==> src/rtl/mem_arb_pkg.sv <==
// Shared types for the memory-port arbiter: the FSM state and the grant identity.
package mem_arb_pkg;

    typedef enum logic [1:0] {IDLE, WAIT, RESP} arb_state_t;
    typedef enum logic {GNT_I, GNT_D} grant_t;

    function automatic grant_t otherGrant(input grant_t g);
        return (g == GNT_I) ? GNT_D : GNT_I;
    endfunction

endpackage

==> src/rtl/mem_port_arbiter_rr_pick2.sv <==
// Combinational two-way round-robin picker: a tie goes to whoever was not served last.
module rr_pick2
    import mem_arb_pkg::*;
(
    input  logic req_i,
    input  logic req_d,
    input  logic last_grant,
    output logic grant,
    output logic valid
);

    always_comb begin
        grant = GNT_I;
        if (req_i && req_d) begin
            grant = otherGrant(grant_t'(last_grant));
        end else if (req_d) begin
            grant = GNT_D;
        end
    end

    assign valid = req_i | req_d;

endmodule

==> src/rtl/mem_port_arbiter.sv <==
// Shares one main-memory port between the icache and dcache controllers, one
// transaction at a time, with round-robin fairness and a no-ack timeout abort.
module mem_port_arbiter
    import mem_arb_pkg::*;
#(
    parameter int AW      = 32,
    parameter int DW      = 32,
    parameter int TIMEOUT = 64
) (
    input  logic          clk,
    input  logic          rst_n,
    input  logic          i_req,
    input  logic [AW-1:0] i_addr,
    output logic          i_done,
    output logic [DW-1:0] i_rdata,
    input  logic          d_req,
    input  logic          d_we,
    input  logic [AW-1:0] d_addr,
    input  logic [DW-1:0] d_wdata,
    output logic          d_done,
    output logic [DW-1:0] d_rdata,
    output logic          mem_req,
    output logic          mem_we,
    output logic [AW-1:0] mem_addr,
    output logic [DW-1:0] mem_wdata,
    input  logic [DW-1:0] mem_rdata,
    input  logic          mem_ack,
    output logic          mem_err
);

    localparam int TW = $clog2(TIMEOUT + 1);
    localparam logic [TW-1:0] TIMER_LAST = TW'(TIMEOUT - 1);
    localparam logic [TW-1:0] TIMER_MAX  = TW'(TIMEOUT);

    arb_state_t    stateReg;
    grant_t        lastGrant;
    grant_t        ownerReg;
    logic [TW-1:0] timerReg;
    logic [DW-1:0] capDataReg;

    logic   pickGrantBit;
    logic   pickValid;
    grant_t pickGrant;

    rr_pick2 uPick (
        .req_i      (i_req),
        .req_d      (d_req),
        .last_grant (lastGrant),
        .grant      (pickGrantBit),
        .valid      (pickValid)
    );

    assign pickGrant = grant_t'(pickGrantBit);

    always_ff @(posedge clk or negedge rst_n) begin
        if (!rst_n) begin
            stateReg   <= IDLE;
            lastGrant  <= GNT_I;
            ownerReg   <= GNT_I;
            timerReg   <= '0;
            capDataReg <= '0;
            i_done     <= 1'b0;
            i_rdata    <= '0;
            d_done     <= 1'b0;
            d_rdata    <= '0;
            mem_req    <= 1'b0;
            mem_we     <= 1'b0;
            mem_addr   <= '0;
            mem_wdata  <= '0;
            mem_err    <= 1'b0;
        end else begin
            // Done, read data and error are pulses; they fall back to 0 unless set below.
            i_done  <= 1'b0;
            i_rdata <= '0;
            d_done  <= 1'b0;
            d_rdata <= '0;
            mem_err <= 1'b0;

            unique case (stateReg)
                IDLE: begin
                    if (pickValid) begin
                        ownerReg  <= pickGrant;
                        lastGrant <= pickGrant;
                        mem_req   <= 1'b1;
                        timerReg  <= '0;
                        stateReg  <= WAIT;
                        if (pickGrant == GNT_D) begin
                            mem_we    <= d_we;
                            mem_addr  <= d_addr;
                            mem_wdata <= d_wdata;
                        end else begin
                            mem_we    <= 1'b0;
                            mem_addr  <= i_addr;
                            mem_wdata <= '0;
                        end
                    end
                end

                WAIT: begin
                    if (timerReg != TIMER_MAX) begin
                        timerReg <= timerReg + 1'b1;
                    end
                    // An ack on the expiry edge wins over the abort.
                    if (mem_ack) begin
                        capDataReg <= mem_we ? '0 : mem_rdata;
                        mem_req    <= 1'b0;
                        mem_we     <= 1'b0;
                        stateReg   <= RESP;
                    end else if (timerReg == TIMER_LAST) begin
                        capDataReg <= '0;
                        mem_req    <= 1'b0;
                        mem_we     <= 1'b0;
                        mem_err    <= 1'b1;
                        stateReg   <= RESP;
                    end
                end

                RESP: begin
                    if (ownerReg == GNT_D) begin
                        d_done  <= 1'b1;
                        d_rdata <= capDataReg;
                    end else begin
                        i_done  <= 1'b1;
                        i_rdata <= capDataReg;
                    end
                    stateReg <= IDLE;
                end

                default: stateReg <= IDLE;
            endcase
        end
    end

endmodule
==> config.mk <==
export PLATFORM = sky130hd
export DESIGN_NAME = mem_port_arbiter
export DESIGN_NICKNAME = d
export VERILOG_FILES = /design/src/rtl/mem_arb_pkg.sv /design/src/rtl/mem_port_arbiter_rr_pick2.sv /design/src/rtl/mem_port_arbiter.sv
export SDC_FILE = /design/constraint.sdc
export NUM_CORES = 1
export LEC_CHECK = 0
export ABC_AREA = 1
export CAP_MARGIN = 30
export CORE_MARGIN = 2
export CORE_UTILIZATION = 44
export DETAILED_ROUTE_END_ITERATION = 8
export PLACE_DENSITY = 0.79
export RECOVER_POWER = 100
export SLEW_MARGIN = 10
export SYNTH_ARGS = -nofsm -noshare
export SYNTH_HDL_FRONTEND = slang
export SYNTH_SLANG_ARGS = --single-unit
==> constraint.sdc <==
create_clock -name clk -period 1.71 [get_ports clk]
set_clock_uncertainty 0.15 [all_clocks]
set_input_delay 0.342 -clock clk [delete_from_list [all_inputs] [get_ports clk]]
set_output_delay 0.342 -clock clk [all_outputs]
set_load 0.05 [all_outputs]
==> results of run 1 <==
-- state kept, by name (all words and copies together) (netlist names) --
register,count
stateReg,2
mem_wdata,32
mem_we,1
mem_req,1
ownerReg,1
i_done,1
i_rdata,32
mem_err,1
d_rdata,32
mem_addr,32
d_done,1
capDataReg,32
timerReg,7
-- metal layers --
metal  share of wire [%]  vias to the layer above  global-route usage (%)
met3                 8.3                       24                    7.78
met1                  39                     2902                    27.2
met5                   0                        -                       0
met2                  51                      262                    39.0
li1                    -                     3012                       -
met4                 1.8                        0                    7.51
-- power groups by stage --
stage / logic [mW] / registers [mW] / clock network (mW)
finish: 7.88 / 6.08 / 3.70
global route: 8.48 / 6.24 / 3.93
CTS: 10.3 / 6.52 / 3.77
detailed placement: 10.3 / 6.57 / 0
global placement: 10.1 / 6.52 / 0
floorplan: 2.37 / 9.04 / 0
-- metrics by stage --
step                setup slack [ns]  hold WS [ns]  instances  area, um2
CTS                           0.0523         0.260       1320      11300
detailed placement            -0.167         0.141       1287      10800
global route                0.000444         0.288       1324      10100
global placement              -0.118         0.139       1287      10800
finish                        0.0901         0.266       1324      10100
floorplan                      0.142        -0.104        819       7100
-- how the worst max path moves through the flow --
stage / startpoint / to / slack (ns) / cells past startpoint
after floorplan: mem_we / capDataReg[1] / 0.14 / 6
after global placement: d_req / ownerReg / -0.12 / 6
after detailed placement: d_req / mem_addr[4] / -0.17 / 7
after CTS: stateReg[0] / mem_wdata[12] / 0.05 / 7
after global routing: timerReg[1] / capDataReg[22] / 0.0004 / 8
final: timerReg[0] / capDataReg[3] / 0.09 / 8
-- kinds of logic after synthesis --
group	Yosys count	share of synthesized area, %
simple gates	454	25.1
flops	175	61.7
buf+inv	151	8.98
compound gates	37	3.83
fa+ha+maj	2	0.353
-- placed cells by master (no fill, tap or decap) --
master / instances
buf_4: 8
inv_6: 5
buf_12: 9
clkinvlp_4: 1
nand3_1: 40
nand2_1: 298
nor3_1: 1
inv_1: 111
clkbuf_4: 2
inv_2: 2
nor2_2: 3
nand2_2: 4
dfrtp_1: 175
clkbuf_1: 1
clkbuf_2: 136
dlygate4sd3_1: 1
buf_2: 2
ha_1: 1
o21bai_1: 1
clkinv_2: 1
o21ai_0: 3
inv_8: 5
clkdlybuf4s50_1: 132
ha_2: 1
o21ai_4: 1
nand2_4: 1
clkinv_4: 3
buf_6: 1
o211ai_1: 32
nand2_8: 3
clkbuf_16: 18
nand4_1: 1
nor2_1: 105
-- worst reg2reg max path, cell delays in order (launching register included) --
cell       delay (ns)
dfrtp_1          0.35
ha_2             0.20
nand2_2          0.07
nor2_2           0.14
nand2_2          0.12
nand2_8          0.16
clkbuf_16        0.20
nand3_1          0.08
nand2_1          0.08
-- repair_timing --
action | CTS | global route
gates cloned | 0 | 3
pin swaps | 0 | 2
gates resized for setup | 1 | 5
hold buffers | 1 | 0
hold endpoints to repair | 34 | 0
setup buffers | 0 | 1
endpoints found under the setup margin | 6 | 28
-- area by class of cell --
type / count / area [um2] / area share (%)
clock buffers: 17 / 425 / 4.21
clock inverters: 15 / 139 / 1.37
inverters: 113 / 424 / 4.20
multi-input cells: 495 / 2150 / 21.2
flip-flops and latches: 175 / 4380 / 43.4
well taps: 216 / 270 / 2.68
repair buffers: 293 / 2320 / 22.9
==> impl_metrics.ini, run 1 <==
[detailed_routing]
drtPass1Iterations = 4
antenna_left = 0
totalWireLength_um = 19900
wl_per_cell_um = 15.0
dr.first_iter.drc_count = 383
num_vias = 6200
via_per_inst = 4.68
remaining_drc_errors = 0

[worst_setup_path]
cp_slowest_cell = dfrtp_1
timing.critical_path.mode_cell = nand2_2
crit_type = flip-flop to flip-flop
path_buf_inv = 1
cp.required_ns = 1.92
slowest_delay_ns = 0.35
r2r_start = timerReg[0]
cp_max_fo = 16
critical_path_arrival_ns = 1.83
end_kind = flip-flop
path_cells = ha_2, nand2_2, nor2_2, nand2_2, nand2_8, clkbuf_16, nand3_1, nand2_1
critPathLaunchType = flip-flop
reg2reg_setup_slack_ns = 0.09
reg2reg_to = capDataReg[3]
r2r_cells = 8
cpLargestDelayFamily = simple AND/OR/NAND/NOR gates

[status]
status = finished, final reports clean

[clock_tree]
cts.path.max_buffers = 2
cts_tree = yes
clk_latency_ns = 0.43
cts_buffers = 17
cts_sinks = 175
clk_pin_slew_ns = 0.07
htreeDepth = 4
ctsRootBufferMaster = clkbuf_16

[hold_path]
hold_class = input pin to asynchronous set/reset pin

[pwr]
p_per_area_nw_per_um2 = 1750
leakage_nw = 5.57
clkPwrFrac_pct = 21.0
switchingPower_mw = 8.33
power.total_mw = 17.7
vdd_ir_drop_max_uv = 845
combPwrFrac_pct = 44.6
power_frac_seq_pct = 34.4
intPower_mw = 9.32
swShare_pct = 47.2

[logic_synthesis]
synth.most_common_cell = nand2_1
synth_nets = 955
yosysTopAreaCell = dfrtp_1
synth_area_leaders = dfrtp_1, nand2_1, inv_1
synthArstFlopShare_pct = 100
ys_ff_latch = 175
synth-edff-count = 0
yosysWarningCount = 0
ys_seq_area_share_pct = 61.7
avgSynthCellArea_um2 = 8.66
synth_top_area_share_pct = 61.7
netlist_area_um2 = 7100
ys_top_cells_by_count = nand2_1, dfrtp_1, inv_1, nor2_1, nand3_1
syn_inst = 819
synth_cell_types = 21
synth_ff_type = dfrtp_1

[global_route]
grt_pass1_wl_um = 29900
grt_max_degree = 52
grt_use_total_pct = 22.9
overflow = 0
grt_pass1_vias = 5893
antenna_found_initial = 0

[die]
core_um2 = 15800
dieHeight_um = 131
die_w_um = 131
rows = 46
start_util_pct = 44.8
num_io_pins = 267
die_area_um2 = 17200

[timing]
slew_viol_final = 0
worst_pin_slew_ns = 0.705
relSlewSlack_pct = 53.0
timing.final.crit_period_ns = 1.62
setup_tns_ns = 0
finalHoldViolations = 0
fmax_mhz = 617
setup_violations = 0
rsz0062_at_grt = false
period_share_pct = 94.7

[placed_design]
dp_hpwl_um = 13900
portBuffers = 266
routabilityCongestion = 0.856

[final_layout]
layout-drive-gt1-share_pct = 18.6
fin_util_pct = 63.8
filler_cell_count = 1276
area_growth_pct = 42.4
n_antenna_cell = 0
fin_nets = 1231

[flow_run]
maxCapViolations = 0
Note: power is estimated with default switching activity, not from simulation.
==> run 2, diff against run 1 <==
--- a/config.mk
+++ b/config.mk
@@ -9,10 +9,11 @@
 export CAP_MARGIN = 30
 export CORE_MARGIN = 2
 export CORE_UTILIZATION = 44
+export CTS_BUF_LIST = sky130_fd_sc_hd__clkbuf_16
 export DETAILED_ROUTE_END_ITERATION = 8
 export PLACE_DENSITY = 0.79
 export RECOVER_POWER = 100
-export SLEW_MARGIN = 10
+export SLEW_MARGIN = 0
 export SYNTH_ARGS = -nofsm -noshare
 export SYNTH_HDL_FRONTEND = slang
 export SYNTH_SLANG_ARGS = --single-unit
==> results of run 2 <==
No change in the layout: final DEF, timing and power equal those of run 1.
